`src/rtl/cb_deseg_pkg.sv`:
```
// Shared types and constants for the code-block de-segmenter.
// Latency: n/a (declarations only).
// Backpressure: n/a.
package cb_deseg_pkg;

  // CRC2 is kept in the encoding but never entered: the third CRC byte is consumed in CRC1.
  typedef enum logic [2:0] {
    IDLE = 3'd0,
    BODY = 3'd1,
    CRC0 = 3'd2,
    CRC1 = 3'd3,
    CRC2 = 3'd4,
    DONE = 3'd5
  } state_t;

  localparam logic [23:0] CRC24B_POLY = 24'h800063;
  localparam int unsigned CRC_BYTES   = 3;

endpackage

```
`src/rtl/cb_deseg_crc.sv`:
```
// CRC24B next-state for one byte, MSB first, no reflection.
// Latency: combinational.
// Backpressure: n/a.
module crc24b_byte
  import cb_deseg_pkg::*;
(
  input  logic [23:0] crc_in,
  input  logic [7:0]  dat,
  output logic [23:0] crc_out
);

  logic [23:0] c;

  // Eight serial LFSR steps unrolled, data bit 7 first.
  always_comb begin
    c = crc_in;
    for (int i = 7; i >= 0; i--) begin
      if (c[23] ^ dat[i]) c = {c[22:0], 1'b0} ^ CRC24B_POLY;
      else                c = {c[22:0], 1'b0};
    end
    crc_out = c;
  end

endmodule

```
`src/rtl/cb_deseg.sv`:
```
// Strips filler and CRC24B from a received code block, streams payload bytes, reports CRC status.
// Latency: 1 cycle from the accepting edge; all outputs registered. Optional length check: CB_DESEG_LEN_CHECK_EN.
// Backpressure: none; every cb_valid byte is accepted, idle cycles hold state.
module cb_deseg
  import cb_deseg_pkg::*;
#(
  parameter int K_PLUS_BYTES  = 768,
  parameter int K_MINUS_BYTES = 760
) (
  input  logic       clk,
  input  logic       reset,
  input  logic       cb_valid,
  input  logic [7:0] cb_data,
  input  logic       start,
  input  logic       filling,
  input  logic       crc,
  input  logic       cb_size,
  output logic       tb_valid,
  output logic [7:0] tb_out,
  output logic       cb_done,
  output logic       cb_crc_ok,
  output logic       cb_err
);

  state_t      state;
  logic [23:0] crc_q;
  logic [23:0] rx_q;
  logic [23:0] crc_seed;
  logic [23:0] crc_upd;
  logic        seen_data;
  logic        take_start;
  logic        in_block;
  logic        len_full;
  logic        len_bad;

  assign take_start = cb_valid & start;
  assign in_block   = (state == BODY) | (state == CRC0) | (state == CRC1);
  // A start byte restarts the remainder from zero in the same cycle.
  assign crc_seed   = take_start ? 24'h0 : crc_q;

  crc24b_byte u_crc (
    .crc_in  (crc_seed),
    .dat     (cb_data),
    .crc_out (crc_upd)
  );

`ifdef CB_DESEG_LEN_CHECK_EN
  logic [15:0] cnt_q;
  logic [15:0] cnt_inc;
  logic [15:0] k_sel;
  logic        size_q;
  logic        take_cnt;

  assign k_sel    = size_q ? 16'(K_PLUS_BYTES) : 16'(K_MINUS_BYTES);
  assign cnt_inc  = cnt_q + 16'd1;
  // Counted bytes: everything the FSM accepts into the block; dropped late fillers are not counted.
  assign take_cnt = cb_valid & ~start &
                    (((state == BODY) & (crc | ~filling | ~seen_data)) |
                     (((state == CRC0) | (state == CRC1)) & crc));
  assign len_full = (cnt_inc == k_sel);
  assign len_bad  = (cnt_inc != k_sel);

  // Byte counter and latched block size for the length check.
  always_ff @(posedge clk or posedge reset) begin
    if (reset) begin
      cnt_q  <= 16'd0;
      size_q <= 1'b0;
    end else if (take_start) begin
      cnt_q  <= 16'd1;
      size_q <= cb_size;
    end else if (take_cnt) begin
      cnt_q  <= cnt_inc;
    end
  end
`else
  logic unused_size;
  assign unused_size = cb_size;
  assign len_full    = 1'b0;
  assign len_bad     = 1'b0;
`endif

  // Main FSM with registered payload, done, CRC status and error pulses.
  always_ff @(posedge clk or posedge reset) begin
    if (reset) begin
      state     <= IDLE;
      crc_q     <= 24'h0;
      rx_q      <= 24'h0;
      seen_data <= 1'b0;
      tb_valid  <= 1'b0;
      tb_out    <= 8'h00;
      cb_done   <= 1'b0;
      cb_crc_ok <= 1'b0;
      cb_err    <= 1'b0;
    end else begin
      tb_valid  <= 1'b0;
      cb_done   <= 1'b0;
      cb_crc_ok <= 1'b0;
      cb_err    <= 1'b0;
      if ((state == DONE) || (state == CRC2)) state <= IDLE;

      if (take_start) begin
        // Start mid-block abandons the old block silently apart from the error pulse.
        cb_err <= in_block;
        crc_q  <= crc_upd;
        state  <= BODY;
        if (filling | crc) begin
          seen_data <= 1'b0;
        end else begin
          seen_data <= 1'b1;
          tb_valid  <= 1'b1;
          tb_out    <= cb_data;
        end
      end else if (cb_valid) begin
        case (state)
          BODY: begin
            if (crc) begin
              rx_q[23:16] <= cb_data;
              state       <= CRC0;
            end else if (filling & seen_data) begin
              cb_err <= 1'b1;
            end else if (len_full) begin
              cb_err <= 1'b1;
              state  <= IDLE;
            end else begin
              crc_q <= crc_upd;
              if (!filling) begin
                seen_data <= 1'b1;
                tb_valid  <= 1'b1;
                tb_out    <= cb_data;
              end
            end
          end
          CRC0: begin
            if (crc) begin
              rx_q[15:8] <= cb_data;
              state      <= CRC1;
            end else begin
              cb_err <= 1'b1;
              state  <= IDLE;
            end
          end
          CRC1: begin
            if (crc) begin
              rx_q[7:0] <= cb_data;
              state     <= DONE;
              cb_done   <= 1'b1;
              cb_crc_ok <= ({rx_q[23:8], cb_data} == crc_q) & ~len_bad;
              cb_err    <= len_bad;
            end else begin
              cb_err <= 1'b1;
              state  <= IDLE;
            end
          end
          default: cb_err <= 1'b1;
        endcase
      end
    end
  end

endmodule
```
`config.mk`:
```
export PLATFORM = sky130hd
export DESIGN_NAME = cb_deseg
export DESIGN_NICKNAME = d
export VERILOG_FILES = /design/src/rtl/cb_deseg_pkg.sv /design/src/rtl/cb_deseg_crc.sv /design/src/rtl/cb_deseg.sv
export SDC_FILE = /design/constraint.sdc
export NUM_CORES = 1
export LEC_CHECK = 0
export CAP_MARGIN = 20
export CORE_ASPECT_RATIO = 1.75
export CORE_MARGIN = 10
export CORE_UTILIZATION = 52
export CTS_CLUSTER_DIAMETER = 30
export DETAILED_ROUTE_END_ITERATION = 8
export PLACE_DENSITY = 0.76
export RECOVER_POWER = 25
export SLEW_MARGIN = 10
export SYNTH_ARGS = -nofsm -noshare
export SYNTH_HDL_FRONTEND = slang
export SYNTH_HIERARCHICAL = 1
export SYNTH_SLANG_ARGS = --single-unit
```
`constraint.sdc`:
```
create_clock -name clk -period 1.8 [get_ports clk]
set_input_delay 0.36 -clock clk [delete_from_list [all_inputs] [get_ports clk]]
set_output_delay 0.36 -clock clk [all_outputs]
set_load 0.03 [all_outputs]
```
======== After elaboration in Yosys (flattened, before gate mapping) ========
Index checks and enable logic that the tools add are counted.
operators by class
  bitwise logic cells ..................... 22
  reduce and logical (&&, ||, !) cells .... 9
  equality and inequality tests ........... 10
  mux-type cells .......................... 55
operator list
  operator            number
  $mux 24             14
  $mux 8              7
  $not 5->5           8
  $mux 1              26
  $eq 24x24->1        1
  $mux 3              5
  $reduce_and 4->1    3
  $pmux 3 s3          1
  $xor 1x1->1         8
  $eq 3x2->1 const B  2
  $eq 3x3->1 const B  2
  $reduce_and 6->1    1
  $reduce_and 5->1    1
  $ne 2x1->1 const B  2
  $ne 2x2->1 const B  2
  $reduce_bool 2->1   2
  $eq 3x1->1 const B  1
  $or 1x1->1          3
  $and 1x1->1         2
  $mux 2              1
  $pmux 1 s2          1
  $reduce_or 2->1     1
  $logic_or 1x1->1    1
  $not 1->1           1
storage, ports and cells
  register bits after elaboration ......... 56
  word-level logic and storage cells ...... 106
  output and inout port bits .............. 12
  input port bits ......................... 15

======== Logic depth before layout (Yosys ltp) ========
  depth after elaboration ................. 23
  gate-level depth with buffers ........... 9
  mapped depth without buffers ............ 7

======== Hierarchy ========
The synthesis kept the hierarchy.
by module, submodules not included
  module       area an instance (µm²)  sequential area each (µm²)  times used  cells each
  cb_deseg     2682.6                  1401.3                      1           209
  crc24b_byte  344.1                   0.0                         1           33

======== Worst setup path before layout ========
OpenSTA, ideal clock, no wires.
  kind .................................... input-to-reg
  start ................................... input port start
  end ..................................... register crc_q[23]
  buffers on the path ..................... 2
  data required time ...................... 1.675 ns
  data arrival time ....................... 2.361 ns
  library setup time ...................... 0.125 ns
  path slack .............................. -0.686 ns
  stages on the path ...................... 9
  cells stage by stage .................... buf_2 > nand2_1 > clkbuf_1 > and2_1 > xor2_2 > xnor3_1 > xnor3_2 > xor3_1 > mux2_2
on the way
  elaborated cells on any way between the ends .. 36
  classes of those cells .................. eq/ne: 2; mux: 14; bitwise: 17; reduce/logical: 3
RTL lines
  item                    RTL line            source
  start, declared         cb_deseg.sv:14      input logic start,
  $and 1x1->1 *           cb_deseg.sv:36      assign take_start = cb_valid & start;
  $mux 24 *               cb_deseg.sv:39      assign crc_seed = take_start ? 24'h0 : crc_q;
  named net crc_seed[19]  cb_deseg.sv:28      logic [23:0] crc_seed;
  $mux 24 * (3 in a row)  cb_deseg_crc.sv:18  if (c[23] ^ dat[i]) c = {c[22:0], 1'b0} ^ CRC24B_POLY;
  $not 5->5 (no line)     --
  $mux 24 *               cb_deseg_crc.sv:18
  $xor 1x1->1 *           cb_deseg_crc.sv:18
  $mux 24 *               cb_deseg_crc.sv:18
  [... 4 more ...]        --
  $xor 1x1->1 *           cb_deseg_crc.sv:18
  $mux 24 *               cb_deseg_crc.sv:18
  named net crc_upd[23]   cb_deseg.sv:29      logic [23:0] crc_upd;
  $mux 24                 cb_deseg.sv:119     end else if (filling & seen_data) begin
  $mux 24                 cb_deseg.sv:116     if (crc) begin
  $mux 24                 cb_deseg.sv:114     case (state)
  $mux 24                 cb_deseg.sv:113     end else if (cb_valid) begin
  $mux 24 *               cb_deseg.sv:101     if (take_start) begin
  end signal, assigned    cb_deseg.sv:104     crc_q <= crc_upd;
  end signal, assigned    cb_deseg.sv:125     crc_q <= crc_upd;
  end, declared           cb_deseg.sv:26      logic [23:0] crc_q;
Mark *: on every way through the listed nets, which the timed path passes. The rest lies on a longest branch. The select of a mux whose other input is x is not followed.
A chain may end at the register's enable or synchronous reset.

======== Final worst setup path ========
  start ................................... register crc_q[19]
  end ..................................... register crc_q[23]
on the way
  cells in the longest elaborated chain, start to end .. 19
ends and longest elaborated chain
  item                    RTL line
  $mux 24 *               cb_deseg.sv:39
  named net crc_seed[19]  cb_deseg.sv:28
  $mux 24 * (3 in a row)  cb_deseg_crc.sv:18
  $not 5->5 (no line)     --
  $mux 24 *               cb_deseg_crc.sv:18
  $xor 1x1->1 *           cb_deseg_crc.sv:18
  $mux 24 *               cb_deseg_crc.sv:18
  $xor 1x1->1 *           cb_deseg_crc.sv:18
  [... 3 more ...]        --
  $xor 1x1->1 *           cb_deseg_crc.sv:18
  $mux 24 *               cb_deseg_crc.sv:18
  named net crc_upd[23]   cb_deseg.sv:29
  $mux 24                 cb_deseg.sv:119
  $mux 24                 cb_deseg.sv:116
  $mux 24                 cb_deseg.sv:114
  $mux 24                 cb_deseg.sv:113
  $mux 24 *               cb_deseg.sv:101
Marks and branches as above.

==> impl_metrics.tcl <==
set metrics [dict create \
    synth_cell_types 36 \
    num-nets-final 316 \
    drtAntennaViolNets 0 \
    via_per_inst 5.18 \
    core_area_um2 5630 \
    pre_cts_ws_ns -0.891 \
    grtUsageTotal_pct 14.7 \
    fp.dieH_um 121 \
    synthTopCellsByArea "dfrtp_1 (46%), mux2_2 (15%), xor2_1 (8.4%)" \
    setup_viol 2 \
    cts_tree "built" \
    first_pass_iters 4 \
    arrival_ns 2.16 \
    finalWorstSetupSlack_ns -0.152 \
    crit_slowest_cell "xnor3_1" \
    synth_simple_gate_area_share_pct 10.8 \
    cts_buffers 5 \
    grt_max_degree 57 \
    hold_class "input pin to flop" \
    area_growth_pct 25.5 \
    synth_fp_nets 257 \
    place_hpwl_um 4830 \
    ios 27 \
    placed_area_um2 3600 \
    io_buffers 25 \
    synth_area_um2 3030 \
    htreeDepth 2 \
    synth_seq_cells 56 \
    avgRoutedWirePerCell_um 17.2 \
    max_freq_mhz 512 \
    synth_warnings 6 \
    power_mw 5.65 \
    path_cells "and2_4, xor2_2, xnor3_1, xnor3_2, xor3_1, mux2_2" \
    outcome "finished with violations" \
    p_leak_nw 1.79 \
    die_area_um2 9390 \
    gr-total-overflow 0 \
    grt_antenna_before_repair 0 \
    slew_viol_final 0 \
    antenna_cells 0 \
    violations "negative setup slack" \
    cts_sinks 56 \
    synth_top_area_share_pct 46.3 \
    path_clk_slew_ns 0.10 \
    relSlewSlack_pct 49.4 \
    synth_cells 242 \
    avgSynthCellArea_um2 12.5 \
    placed_cells 363 \
    synth_compound_area_share_pct 2.69 \
    rrSetupSlack_ns -0.15 \
    gp_congestion 0.797 \
    startpoint_type "flop" \
    synth_seq_area_share_pct 46.3 \
    grt_pass1_vias 2104 \
    rsz0062_at_grt "true" \
    drt_iter0_drc 106 \
    post-route-period-util_pct 108 \
    grt_first_pass_wirelength_um 10800 \
    max_cap_violations 0 \
    utilization_pct 67.4 \
    vias 1959 \
    die_w_um 77.7 \
    fp-row-count 36 \
    insertion_delay_ns 0.32 \
    finClkSkew_ns 0.00816 \
    grt_util_met1_pct 15.6 \
    clk_path_buf_depth 2 \
    worst_ep_required_time_ns 2.00 \
    criticalPathCategory "flop to flop" \
    grt_most_used_layer "met2" \
    synth.area.mux_share_pct 18.9 \
    finalHoldViolations 0 \
    met2_usage_pct 27.1 \
    crit_fanout 3 \
    ctsRootBufferMaster "clkbuf_8" \
    synth_top_family_by_area "multiplexers" \
    design_area_um2 3800 \
    yosysTopAreaCell "dfrtp_1" \
    max_stage_delay_ns 0.42 \
    cts_hold_buf 0 \
    synthFlopType "dfrtp_1" \
    timing.final.crit_period_ns 1.95 \
    synthXorXnorAreaFrac_pct 15.7 \
    max_slew.worst_pin.slew_ns 0.759 \
    drive_gt1_share_pct 41.7 \
    use_met3_pct 3.49 \
    initial_core_util_pct 53.8 \
    drcViolationCount 0 \
    drt-total-wl_um 6520 \
    fin_cells 378 \
    synth_edf_count 0 \
    end_kind "flop" \
    power_density_nw_per_um2 1490 \
    synthAdderAreaFrac_pct 0 \
    ir_drop_mv 0.874 \
    synthArstFlopShare_pct 100 \
]
[report_power, final]
part	leakage [nW]	switching, mW	internal (mW)
combinational	1.06	1.12	1.75
sequential	0.686	0.352	1.72
clock	0.0455	0.387	0.315
[Yosys cell counts (2+ instances only)]
master    count
inv_1         7
buf_2         4
nor4_1        6
nand3_1       2
nor2_1        5
nor2b_1       2
buf_4        11
xor2_2        3
buf_6         3
xnor2_1       8
a21oi_1       3
o21ai_0       3
dfrtp_1      56
and2_1       24
mux2_2       40
mux2_4        8
xor2_1       29
xnor2_2       2
nand2_1       8
clkbuf_1      2
[cell type report]
| class | count | area (um2) |
|---|---|---|
| multi-input cells | 159 | 1550 |
| flip-flops and latches | 56 | 1400 |
| well taps | 76 | 95.1 |
| inverters | 7 | 26.3 |
| clock buffers | 8 | 90.1 |
| fillers | 423 | 1830 |
| repair buffers | 72 | 634 |
[registers in the layout (all words and copies together), names as in the netlist]
signal	count
tb_out	8
crc_q	24
cb_crc_ok	1
seen_data	1
cb_err	1
tb_valid	1
state	3
rx_q	16
cb_done	1
[path summary, 6_finish.rpt]
path | cells past startpoint | endpoint | start
min | 3 | state[1] | start
min reg2reg | 1 | tb_out[6] | tb_out[6]
max reg2reg | 6 | crc_q[23] | crc_q[19]
max | 6 | crc_q[23] | crc_q[19]
min in group asynchronous | 3 | rx_q[14] | reset
max in group asynchronous | 3 | state[1] | reset
[per-layer routing]
metal / part of all wire [%] / vias to the layer above
met5: 0 / -
met1: 37 / 990
li1: - / 921
met4: 3.0 / 0
met2: 57 / 35
met3: 3.4 / 13
[stage by stage]
step / hold WS, ns / setup TNS [ns]
CTS: 0.409 / -0.663
global route: 0.443 / -0.452
finish: 0.441 / -0.278
detailed placement: 0.496 / -13.12
floorplan: 0.467 / -1.06
global placement: 0.488 / -12.33
[placed cells by master (no fill, tap or decap), drive strengths merged, types with 2 or more instances in the layout]
cell type,count
clkbuf,9
clkdlybuf4s50,16
xnor2,10
o21ai,3
mux2,48
nor4,6
a21oi,3
nor2b,2
and2,24
dfrtp,56
buf,48
nand2,8
inv,6
nand3,2
xor2,32
dlygate4sd2,3
dlymetal6s2s,3
nor2,5
xnor3,2
[timing repair]
action | CTS | global route
setup buffers | 3 | 5
setup endpoints to repair | 13 | 24
pin swaps | 4 | 7
gates resized for setup | 13 | 16
[kinds of logic after synthesis]
| logic type | after synthesis |
|---|---|
| multiplexers | 48 |
| AND/OR/NAND/NOR | 54 |
| buffers and inverters | 27 |
| AO/OA/AOI/OAI | 12 |
| flip-flops | 56 |
| XOR/XNOR | 45 |
[critical path: cells and delay by family, from the launching register on]
family	cells	cell delay, ns
DFF	1	0.39
xor gates and xnor gates	4	1.03
muxes	1	0.26
and+or+nand+nor	1	0.14
(Power assumes the default switching activity.)
